## config.mk

```make
export PLATFORM = sky130hd
export DESIGN_NAME = riscv_irq_arbiter
export DESIGN_NICKNAME = d
export VERILOG_FILES = /design/src/rtl/riscv_irq_arbiter.sv
export SDC_FILE = /design/constraint.sdc
export NUM_CORES = 1
export LEC_CHECK = 0
export BUFFER_PORTS_ARGS = -buffer_cell sky130_fd_sc_hd__buf_2
export CAP_MARGIN = 40
export CORE_UTILIZATION = 25
export DETAILED_ROUTE_END_ITERATION = 12
export HOLD_SLACK_MARGIN = 0.15
export PLACE_DENSITY = 0.51
export SKIP_CTS_REPAIR_TIMING = 1
export SLEW_MARGIN = 20
export SYNTH_ARGS = -nofsm -noshare
export SYNTH_HDL_FRONTEND = slang
export SYNTH_SLANG_ARGS = --single-unit
```

## constraint.sdc

```tcl
create_clock -name clk -period 2.5 [get_ports clk]
set_clock_uncertainty 0.1 [all_clocks]
set_input_delay 0.5 -clock clk [delete_from_list [all_inputs] [get_ports clk]]
set_output_delay 0.5 -clock clk [all_outputs]
set_load 0.01 [all_outputs]
```

## src/rtl/riscv_irq_arbiter.sv

```systemverilog
// Interrupt arbiter: synchronizes the raw interrupt lines, keeps the mip pending view
// and presents one locked, prioritized request to the core interrupt controller.
module riscv_irq_arbiter #(
  parameter int unsigned SYNC_STAGES    = 2,
  parameter logic [14:0] FAST_EDGE_MASK = 15'h0000,
  parameter logic [14:0] FAST_SEC_MASK  = 15'h0000
) (
  input  logic        clk,
  input  logic        rst_n,
  input  logic        irq_software_i,
  input  logic        irq_timer_i,
  input  logic        irq_external_i,
  input  logic [14:0] irq_fast_i,
  input  logic [17:0] mie_i,
  input  logic [17:0] mip_clr_i,
  input  logic        irq_ack_i,
  input  logic        irq_kill_i,
  output logic        irq_o,
  output logic [4:0]  irq_id_o,
  output logic        irq_sec_o,
  output logic [17:0] mip_o
);

  localparam int unsigned NUM_SRC  = 18;
  localparam int unsigned NUM_FAST = 15;
  localparam int unsigned IDX_W    = 5;
  localparam int unsigned ID_W     = 5;

  typedef enum logic [1:0] {
    ST_IDLE    = 2'd0,
    ST_REQ     = 2'd1,
    ST_HOLDOFF = 2'd2
  } state_e;

  state_e                              r_state;
  logic [SYNC_STAGES-1:0][NUM_SRC-1:0] r_sync;
  logic [NUM_FAST-1:0]                 r_s_d;
  logic [NUM_SRC-1:0]                  r_pend;
  logic                                r_irq;
  logic [ID_W-1:0]                     r_id;
  logic                                r_sec;
  logic [IDX_W-1:0]                    r_lock_idx;

  logic [NUM_SRC-1:0]  w_raw;
  logic [NUM_SRC-1:0]  w_s;
  logic [NUM_SRC-1:0]  w_en;
  logic [NUM_SRC-1:0]  w_pend_nxt;
  logic [NUM_SRC-1:0]  w_ack_onehot;
  logic [NUM_FAST-1:0] w_clr;
  logic                w_ack_take;
  logic                w_lock_live;
  logic                w_sel_valid;
  logic [IDX_W-1:0]    w_sel_idx;
  logic [5:0]          w_unused;

  // Bit order matches mie/mip: [17] sw, [16] timer, [15] ext, [14:0] fast.
  assign w_raw = {irq_software_i, irq_timer_i, irq_external_i, irq_fast_i};
  assign w_s   = r_sync[SYNC_STAGES-1];

  function automatic logic [ID_W-1:0] f_src_id(input logic [IDX_W-1:0] idx);
    case (idx)
      IDX_W'(17): return ID_W'(3);
      IDX_W'(16): return ID_W'(7);
      IDX_W'(15): return ID_W'(11);
      default:    return ID_W'(idx) + ID_W'(16);
    endcase
  endfunction

  function automatic logic f_src_sec(input logic [IDX_W-1:0] idx);
    if (idx < IDX_W'(NUM_FAST)) return FAST_SEC_MASK[idx[3:0]];
    return 1'b0;
  endfunction

  always_ff @(posedge clk or negedge rst_n) begin
    if (!rst_n) begin
      r_sync <= '0;
      r_s_d  <= '0;
    end else begin
      r_sync[0] <= w_raw;
      for (int unsigned i = 1; i < SYNC_STAGES; i++) r_sync[i] <= r_sync[i-1];
      r_s_d <= w_s[NUM_FAST-1:0];
    end
  end

  // Acknowledge clears only the locked source's edge-latched pending bit.
  assign w_ack_take   = (r_state == ST_REQ) && irq_ack_i;
  assign w_ack_onehot = NUM_SRC'(1) << r_lock_idx;
  assign w_clr        = mip_clr_i[NUM_FAST-1:0] |
                        (w_ack_take ? w_ack_onehot[NUM_FAST-1:0] : '0);
  assign w_unused     = {mip_clr_i[NUM_SRC-1:NUM_FAST], w_ack_onehot[NUM_SRC-1:NUM_FAST]};

  // A fresh rising edge wins over a clear arriving in the same cycle.
  always_comb begin
    w_pend_nxt = w_s;
    for (int k = 0; k < NUM_FAST; k++) begin
      if (FAST_EDGE_MASK[k]) begin
        w_pend_nxt[k] = (r_pend[k] & ~w_clr[k]) | (w_s[k] & ~r_s_d[k]);
      end
    end
  end

  always_ff @(posedge clk or negedge rst_n) begin
    if (!rst_n) r_pend <= '0;
    else        r_pend <= w_pend_nxt;
  end

  // Later assignments win: timer < sw < ext < fast[0] < ... < fast[14].
  assign w_en = r_pend & mie_i;
  always_comb begin
    w_sel_valid = |w_en;
    w_sel_idx   = '0;
    if (w_en[16]) w_sel_idx = IDX_W'(16);
    if (w_en[17]) w_sel_idx = IDX_W'(17);
    if (w_en[15]) w_sel_idx = IDX_W'(15);
    for (int k = 0; k < NUM_FAST; k++) begin
      if (w_en[k]) w_sel_idx = IDX_W'(k);
    end
  end

  assign w_lock_live = r_pend[r_lock_idx] & mie_i[r_lock_idx];

  always_ff @(posedge clk or negedge rst_n) begin
    if (!rst_n) begin
      r_state    <= ST_IDLE;
      r_irq      <= 1'b0;
      r_id       <= '0;
      r_sec      <= 1'b0;
      r_lock_idx <= '0;
    end else begin
      case (r_state)
        ST_IDLE: begin
          if (w_sel_valid) begin
            r_state    <= ST_REQ;
            r_irq      <= 1'b1;
            r_id       <= f_src_id(w_sel_idx);
            r_sec      <= f_src_sec(w_sel_idx);
            r_lock_idx <= w_sel_idx;
          end
        end
        ST_REQ: begin
          if (irq_ack_i) begin
            r_state <= ST_HOLDOFF;
            r_irq   <= 1'b0;
          end else if (irq_kill_i || !w_lock_live) begin
            r_state <= ST_IDLE;
            r_irq   <= 1'b0;
          end
        end
        ST_HOLDOFF: r_state <= ST_IDLE;
        default: begin
          r_state <= ST_IDLE;
          r_irq   <= 1'b0;
        end
      endcase
    end
  end

  assign irq_o     = r_irq;
  assign irq_id_o  = r_id;
  assign irq_sec_o = r_sec;
  assign mip_o     = r_pend;

endmodule

```

==> flow_metrics.tcl, run 1 <==
set metrics [dict create \
    synth-main-ff-cell "dfrtp_1" \
    critPathCaptureType "register" \
    r2r_cells 6 \
    multi_input_area_um2 657 \
    ant_nets 0 \
    min_path_cells 0 \
    synthArstFlopShare_pct 100 \
    seqPwrFrac_pct 49.2 \
    regArea_um2 1680 \
    coreArea_um2 9240 \
    worst_path_max_delay_cell "dfrtp_1" \
    nets 323 \
    r2r_end "r_lock_idx[1]$_DFFE_PN0P_" \
    status "completed" \
    antenna_found_initial 0 \
    synthToLayoutAreaGrowth_pct 35.6 \
    holdCritStartpoint "r_sync[15]$_DFF_PN0_" \
    cts_sinks 67 \
    dieArea_um2 9960 \
    fillCellCount 931 \
    combPwrFrac_pct 21.2 \
    p_int_mw 1.92 \
    drt_pass1_iterations 4 \
    synthCells 172 \
    min_period_ns 2.15 \
    hold_viol 0 \
    via_count 1662 \
    die_w_um 99.8 \
    rr_startpoint "mip_o[14]$_DFF_PN0_" \
    grt_pass1_vias 1649 \
    required_ns 2.62 \
    worstMarginPinSlew_ns 0.571 \
    synth-edff-count 0 \
    grt_overflow 0 \
    period_share_pct 85.9 \
    cts_tree "yes" \
    grt_max_degree 45 \
    grtUsageTotal_pct 11.4 \
    vias_per_cell 4.18 \
    hold_end "w_pend_nxt[15]$_DFF_PN0_" \
    wl_per_cell_um 12.8 \
    cpLargestDelayFamily "simple AND/OR/NAND/NOR gates" \
    grt_pass1_wl_mm 8.32 \
    dp_slack_ns 0.153 \
    setup_tns_ns 0 \
    p_sw_share_pct 29.0 \
    clockRootBuffer "clkbuf_8" \
    ctsLongestPathBuffers 2 \
    holdWs_ns 0.243 \
    r2r_slack_ns 0.35 \
    syn-num-nets 230 \
    design_area_um2 3240 \
    place.port_buffers 63 \
    relSlewSlack_pct 61.9 \
    cp.arrival_ns 2.27 \
    place.gp.congestion 0.806 \
    antenna_cells 0 \
    clock_latency_ns 0.34 \
    drive_gt1_share_pct 34.9 \
    io_pins 83 \
    pwr_density_cell_nw_per_um2 836 \
    pwr-share-clk_pct 29.6 \
    finalPower_mw 2.71 \
    rsz0062_at_grt "false" \
    fin_ws_ns 0.353 \
    drt_wl_total_mm 5.11 \
    p_leak_nw 1.50 \
    max_stage_delay_ns 0.41 \
    synth.distinct_cells 42 \
    ys_warn_count 0 \
    crit_buf_inv 1 \
    cap_violations 0 \
    drc_errors 0 \
    path_max_fanout 7 \
    dpl_cell_area_um2 2880 \
    worst_setup_path_start_kind "register" \
    crit_type "reg -> reg" \
    h-tree-depth 3 \
    slew_violations 0 \
    synth.avg_cell_area_um2 13.9 \
    ys_ff_latch 67 \
    initial_core_util_pct 25.9 \
    hold_class "reg -> reg" \
    num_rows 35 \
    drt-initial-drc-count 118 \
    p_sw_mw 0.787 \
    synth_area_um2 2390 \
    seq_area_frac_synth_pct 70.1 \
    ir_drop_mv 0.286 \
    chipHeight_um 99.8 \
    timing.fmax_ghz 0.466 \
    clkTransAtPathRegs_ns 0.07 \
    crit_chain "a222oi_1, buf_4, and3_1, and4_1, a21oi_4, mux2_4" \
    dp_hpwl_mm 3.85 \
    setup_violations 0 \
    cts_buffers 9 \
]
[power groups by stage]
stage | sequential, mW | clock (mW) | combinational [mW]
floorplan | 1.34 | 0 | 0.370
CTS | 1.34 | 0.828 | 0.561
detailed placement | 1.36 | 0 | 0.563
finish | 1.33 | 0.802 | 0.576
global route | 1.36 | 0.884 | 0.639
global placement | 1.36 | 0 | 0.548
[kinds of logic (layout without fill, tap and decap cells)]
kind of cell / count (synthesis) / in the layout / synth area share [%]
and+or+nand+nor: 50 / 50 / 10.6
other: 1 / 1 / 0.157
AOI/OAI and AO/OA: 38 / 38 / 12.0
buffers and inverters: 10 / 107 / 2.41
muxes: 6 / 6 / 4.71
DFF: 67 / 67 / 70.1
[sequential cells by signal, indices dropped and copies added, names as in the netlist]
name and cells:
r_state 2, mip_o 18, irq_id_o 5, irq_o 1
w_pend_nxt 18, r_sync 18, r_lock_idx 5
[stage by stage]
step | util (%) | std cells
after floorplan | - | 172
final | 35.1 | 398
after CTS | 33.0 | 379
after detailed placement | 31.1 | 364
after global placement | 31.1 | 364
after global routing | 35.1 | 398
[worst max-delay path by stage]
stage / to / slack [ns] / depth (start not counted) / start
2_1_floorplan: r_lock_idx[0]$_DFFE_PN0P_ / 0.50 / 6 / mie_i[14]
3_3_place_gp: r_lock_idx[0]$_DFFE_PN0P_ / 0.18 / 7 / mie_i[14]
3_5_place_dp: r_lock_idx[0]$_DFFE_PN0P_ / 0.15 / 7 / mie_i[14]
4_1_cts: r_lock_idx[0]$_DFFE_PN0P_ / 0.36 / 6 / mip_o[14]$_DFF_PN0_
5_1_grt: r_lock_idx[0]$_DFFE_PN0P_ / 0.29 / 6 / mip_o[14]$_DFF_PN0_
6_report: r_lock_idx[1]$_DFFE_PN0P_ / 0.35 / 6 / mip_o[14]$_DFF_PN0_
[cells in the mapped netlist (2+ instances only)]
library cell,instances,area [µm²]
o21ai_1,2,10.0
o211ai_1,2,15.0
and4_1,2,17.5
and2_1,3,18.8
o221ai_1,2,17.5
a22oi_1,7,52.6
nand2b_1,2,12.5
nand3_1,6,30.0
nand2_1,22,82.6
mux2_4,3,45.0
nor2_1,5,18.8
o21ai_0,5,25.0
a31oi_1,3,18.8
inv_1,6,22.5
and3_1,2,12.5
a221oi_1,2,17.5
dfrtp_1,67,1680
a21oi_1,3,15.0
buf_6,2,22.5
mux4_2,3,67.6
a22o_1,2,17.5
[metal layers]
layer | GRT usage (%) | vias to the layer above | share of wire (%)
li1 | - | 809 | -
met1 | 12.5 | 797 | 40
met2 | 18.0 | 43 | 50
met3 | 5.43 | 13 | 7.7
met4 | 6.56 | 0 | 2.1
met5 | 0 | - | 0
[layout by cell type (no fill, tap or decap), types with 2 or more instances in the layout]
master and n:
a22oi_1 7, dfrtp_1 67, nor2_1 5, a31oi_1 3, nand2b_1 2, mux2_4 3
o21ai_0 5, and2_1 3, a221oi_1 2, a22o_1 2, mux4_2 3, and3_1 2
nand2_1 22, a21oi_1 3, dlygate4sd3_1 19, buf_2 63, o21ai_1 2, clkbuf_8 11
o221ai_1 2, buf_4 3, nand3_1 6, and4_1 2, clkinv_2 2, inv_1 6
o211ai_1 2
[area by class of cell]
| class | count | area share, % |
|---|---|---|
| clock buffer | 11 | 4.67 |
| timing repair buffer | 86 | 16.9 |
| multi-input combinational | 95 | 20.3 |
| clock inverter | 4 | 0.810 |
| sequential | 67 | 51.7 |
| inverter | 6 | 0.694 |
| tap | 129 | 4.98 |
(Power assumes the default switching activity.)
==> run 2: changes to the inputs <==
CORE_ASPECT_RATIO = 1.5   (was unset)
==> run 2 against run 1 <==
Total power up 22%. Sequential power hardly changed. Sequential share of layout area increased by 0.34 points. Largest cell class unchanged. Core utilization decreased by 0.28 points. Sequential cell count stayed put. Maximum frequency increased by 4.6%. First-iteration DRC count shrank 64%.
==> flow_metrics.tcl, run 2 (synthesis results as in run 1) <==
set metrics [dict create \
    antenna_found_initial 0 \
    top_layer_used "met4" \
    met1Wirelength_mm 1.94 \
    place.port_buffers 63 \
    pwr-share-clk_pct 43.0 \
    ctsLongestPathBuffers 2 \
    period_share_pct 82.1 \
    crit_start "mip_o[14]$_DFF_PN0_" \
    grtUsageTotal_pct 11.6 \
    p_sw_mw 0.811 \
    clkTransAtPathRegs_ns 0.05 \
    cts_tree "yes" \
    critPathCaptureType "register" \
    hold_viol 0 \
    combPwrFrac_pct 16.6 \
    rsz0062_at_grt "false" \
    crit_type "reg -> reg" \
    die_w_um 81.9 \
    io_pins 83 \
    slew_violations 0 \
    dp_hpwl_mm 3.83 \
    grt_max_degree 68 \
    grt_pass1_wl_mm 8.15 \
    met3_length_um 331 \
    p_int_mw 2.50 \
    setup_violations 0 \
    placed_cells 347 \
    drt_wl_total_mm 5.13 \
    chipHeight_um 122 \
    fillCellCount 947 \
    num_rows 43 \
    multi_input_area_um2 657 \
    final_cells 365 \
    initial_core_util_pct 25.8 \
    required_ns 2.61 \
    regArea_um2 1680 \
    holdCritStartpoint "irq_timer_i" \
    most-common-layout-cells "67 x dfrtp_1, 63 x buf_2, 22 x nand2_1" \
    hold_class "in -> reg" \
    drt_pass1_iterations 4 \
    wl_per_cell_um 14.1 \
    clockRootBuffer "clkbuf_16" \
    via_count 1619 \
    timing.fmax_ghz 0.487 \
    worst_setup_path_start_kind "register" \
    max_stage_delay_ns 0.39 \
    drc_errors 0 \
    cts_sinks 67 \
    p_leak_nw 1.52 \
    vias_per_cell 4.44 \
    grt_pass1_vias 1681 \
    antenna_cells 0 \
    worst_path_max_delay_cell "dfrtp_1" \
    ant_nets 0 \
    place.gp.congestion 0.820 \
    met2_length_mm 2.57 \
    dieArea_um2 9970 \
    ir_drop_mv 0.427 \
    seqPwrFrac_pct 40.4 \
    crit_chain "a222oi_1, buf_4, and3_1, and4_1, a21oi_4, mux2_4" \
    setup_tns_ns 0 \
    cap_violations 0 \
    drive_gt1_share_pct 37.5 \
    grt_overflow 0 \
    coreArea_um2 9250 \
    status "completed" \
    final_common_cell "dfrtp_1" \
    cts_buffers 9 \
    synthToLayoutAreaGrowth_pct 34.7 \
    clock_latency_ns 0.32 \
    h-tree-depth 3 \
    path_max_fanout 7 \
    p_sw_share_pct 24.5 \
    nets 306 \
    min_period_ns 2.05 \
    pwr_density_cell_nw_per_um2 1030 \
    cp.arrival_ns 2.16 \
    rr_startpoint "mip_o[14]$_DFF_PN0_" \
    drt-initial-drc-count 43 \
]
[run 2: cell types whose count changed in the layout (fill, tap and decap cells not counted), moves of 3 or more]
cell / previous run / this run
bufinv_16: 0 / 3
clkbuf_16: 0 / 9
clkbuf_8: 11 / 1
dlygate4sd3_1: 19 / 1
[run 2: through the flow]
stage	setup WS, ns	instance area [µm²]	power (mW)	hold WS [ns]	util, %
5_1_grt	0.372	3220	3.49	0.162	34.8
3_5_place_dp	0.224	2840	1.91	0.235	30.7
4_1_cts	0.455	3180	3.35	0.168	34.4
2_1_floorplan	0.498	2390	1.71	0.104	-
3_3_place_gp	0.233	2840	1.90	0.231	30.7
6_report	0.448	3220	3.31	0.179	34.8
[run 2: critical path: cells and delay by family, from the launching register on]
| kind | cells | cell delay, ns |
|---|---|---|
| AOI/OAI and AO/OA | 2 | 0.45 |
| and+or+nand+nor | 2 | 0.49 |
| muxes | 1 | 0.31 |
| DFF | 1 | 0.39 |
| buffers and inverters | 1 | 0.19 |
[run 2: routing by layer]
metal	up-vias	global-route usage [%]
met3	23	5.02
met2	66	18.2
met5	-	0
li1	771	-
met4	0	8.77
met1	759	11.9
[run 2: cell type report]
cell class                 instances  area share [%]
sequential                        67            52.0
clock buffer                      11            7.53
clock inverter                     5            3.11
tap                              112            4.35
inverter                           6           0.699
timing repair buffer              69            11.9
multi-input combinational         95            20.4
[run 2: final timing paths]
check / endpoint / slack (ns) / depth (start not counted)
min reg2reg: mip_o[1]$_DFF_PN0_ / 0.24 / 0
min in group asynchronous: w_pend_nxt[13]$_DFF_PN0_ / 0.52 / 3
max: r_lock_idx[1]$_DFFE_PN0P_ / 0.45 / 6
max reg2reg: r_lock_idx[1]$_DFFE_PN0P_ / 0.45 / 6
min: r_sync[16]$_DFF_PN0_ / 0.18 / 1
max in group asynchronous: r_sync[15]$_DFF_PN0_ / 1.28 / 4
[run 2: power by group through the flow]
stage	combinational (mW)	clock, mW	sequential [mW]
2_1_floorplan	0.370	0	1.34
3_3_place_gp	0.544	0	1.36
3_5_place_dp	0.548	0	1.36
4_1_cts	0.549	1.46	1.34
5_1_grt	0.606	1.52	1.36
6_report	0.550	1.42	1.34
==> run 3: changes to the inputs <==
clock period = 2.1 ns   (was 2.5 ns; I/O delays follow)
==> run 3 against run 2 <==
Global-route usage grew 0.13 points. Maximum frequency grew 1.7%. Worst hold slack gained 0.030 ns. Design area grew 5.8%. Core utilization grew 2.0 points. Critical path depth is the same. Register-to-register slack lost 0.36 ns. Non-clock buffer count grew 25. Sequential share of layout area shrank 2.8 points. First-iteration DRC count shrank 4.7%.
==> flow_metrics.tcl, run 3 (synthesis results as in run 1) <==
set metrics [dict create \
    status "completed" \
    io_pins 83 \
    via_count 1700 \
    vias_per_cell 4.36 \
    antenna_found_initial 0 \
    initial_core_util_pct 25.8 \
    synthToLayoutAreaGrowth_pct 42.5 \
    required_ns 2.21 \
    hold_viol 0 \
    cts_buffers 9 \
    grtUsageTotal_pct 11.7 \
    r2r_cells 6 \
    grt_pass1_wl_mm 8.13 \
    ir_drop_mv 0.527 \
    min_path_cells 3 \
    die_w_um 81.9 \
    ant_nets 0 \
    wl_per_cell_um 13.7 \
    cpLargestDelayFamily "simple AND/OR/NAND/NOR gates" \
    setup_violations 0 \
    cts_tree "yes" \
    timing.fmax_ghz 0.496 \
    coreArea_um2 9250 \
    hold_end "r_state[1]$_DFFE_PN0P_" \
    final_common_cell "dfrtp_1" \
    worst_setup_path_start_kind "register" \
    place.port_buffers 63 \
    chipHeight_um 122 \
    clock_latency_ns 0.33 \
    r2r_end "r_lock_idx[0]$_DFFE_PN0P_" \
    dieArea_um2 9970 \
    crit_buf_inv 1 \
    drt-initial-drc-count 41 \
    num_rows 43 \
    r2r_slack_ns 0.08 \
    drt_pass1_iterations 4 \
    place.gp.congestion 0.805 \
    holdCritStartpoint "irq_ack_i" \
    holdWs_ns 0.209 \
    cts_sinks 67 \
    worst_path_max_delay_cell "dfrtp_1" \
    crit_chain "a222oi_1, buf_4, and3_1, and4_2, a21oi_4, mux2_4" \
    dp_slack_ns -0.109 \
    hold_class "in -> reg" \
    cp.arrival_ns 2.13 \
    cap_violations 0 \
    drt_wl_total_mm 5.35 \
    p_leak_nw 1.60 \
    use_met1_pct 11.6 \
    path_max_fanout 7 \
    fin_ws_ns 0.0834 \
    most-common-layout-cells "67 x dfrtp_1, 63 x buf_2, 22 x nand2_1" \
    use_met3_pct 5.17 \
    rr_startpoint "mip_o[14]$_DFF_PN0_" \
    slew_violations 0 \
    rsz0062_at_grt "false" \
    ctsLongestPathBuffers 2 \
    antenna_cells 0 \
    h-tree-depth 3 \
    fillCellCount 945 \
    clockRootBuffer "clkbuf_16" \
    pwr_density_cell_nw_per_um2 1100 \
    max_stage_delay_ns 0.38 \
    clkTransAtPathRegs_ns 0.05 \
    period_share_pct 96.0 \
    critPathCaptureType "register" \
    dp_hpwl_mm 3.96 \
    grt_pass1_vias 1665 \
    crit_type "reg -> reg" \
    grt_max_degree 68 \
    gr-max-usage-layer "met2" \
    gr-usage-met2_pct 19.3 \
    drive_gt1_share_pct 37.4 \
    min_period_ns 2.02 \
    grt_overflow 0 \
    nets 331 \
    drc_errors 0 \
    regArea_um2 1680 \
    multi_input_area_um2 666 \
]
## run 3: cell count changes in the layout (fill, tap and decap cells not counted), sizes merged
cell and delta:
bufinv -2, buf +7, clkinvlp +1, clkinv +1, dlygate4sd3 +18
## run 3: final cells by class
class / instances / share of cell area (%)
multi-input cells: 95 / 19.5
flip-flops and latches: 67 / 49.2
clock inverters: 5 / 1.54
repair buffers: 94 / 17.8
well taps: 112 / 4.11
clock buffers: 11 / 7.12
inverters: 6 / 0.661
## run 3: through the flow
stage	util [%]	power, mW	std cells	instance area (µm²)	TNS (ns)
final	36.8	3.73	390	3410	0
after global routing	36.8	3.94	390	3410	0
after CTS	34.7	3.77	371	3210	0
after detailed placement	31.5	2.29	355	2910	-0.372
after global placement	31.5	2.28	355	2910	-0.166
after floorplan	-	2.04	172	2390	0
## run 3: worst max-delay path by stage
| stage | startpoint | depth (start not counted) | endpoint | slack, ns |
|---|---|---|---|---|
| after global placement | mie_i[14] | 7 | r_lock_idx[2]$_DFFE_PN0P_ | -0.06 |
| after detailed placement | mie_i[14] | 7 | r_lock_idx[1]$_DFFE_PN0P_ | -0.11 |
| after CTS | mip_o[14]$_DFF_PN0_ | 6 | r_lock_idx[0]$_DFFE_PN0P_ | 0.05 |
| after floorplan | mie_i[14] | 6 | r_lock_idx[0]$_DFFE_PN0P_ | 0.18 |
| after global routing | mip_o[14]$_DFF_PN0_ | 7 | r_lock_idx[3]$_DFFE_PN0P_ | 0.05 |
| final | mip_o[14]$_DFF_PN0_ | 6 | r_lock_idx[0]$_DFFE_PN0P_ | 0.08 |
## run 3: worst min-delay path, cell delays in order
cell,delay (ns)
buf_2,0.10
inv_1,0.05
nor2_1,0.04
## run 3: routing by layer
layer	up-vias	part of all wire, %	routed length, µm
met5	-	0	0
li1	822	-	-
met1	813	36	1930
met3	16	6.4	345
met2	49	54	2870
met4	0	3.9	211
## run 3: power breakdown
part / internal (mW) / switching (mW) / total (mW) / leakage [nW]
logic: 0.371 / 0.324 / 0.695 / 0.681
clock network: 0.943 / 0.509 / 1.45 / 0.145
registers: 1.45 / 0.136 / 1.59 / 0.777
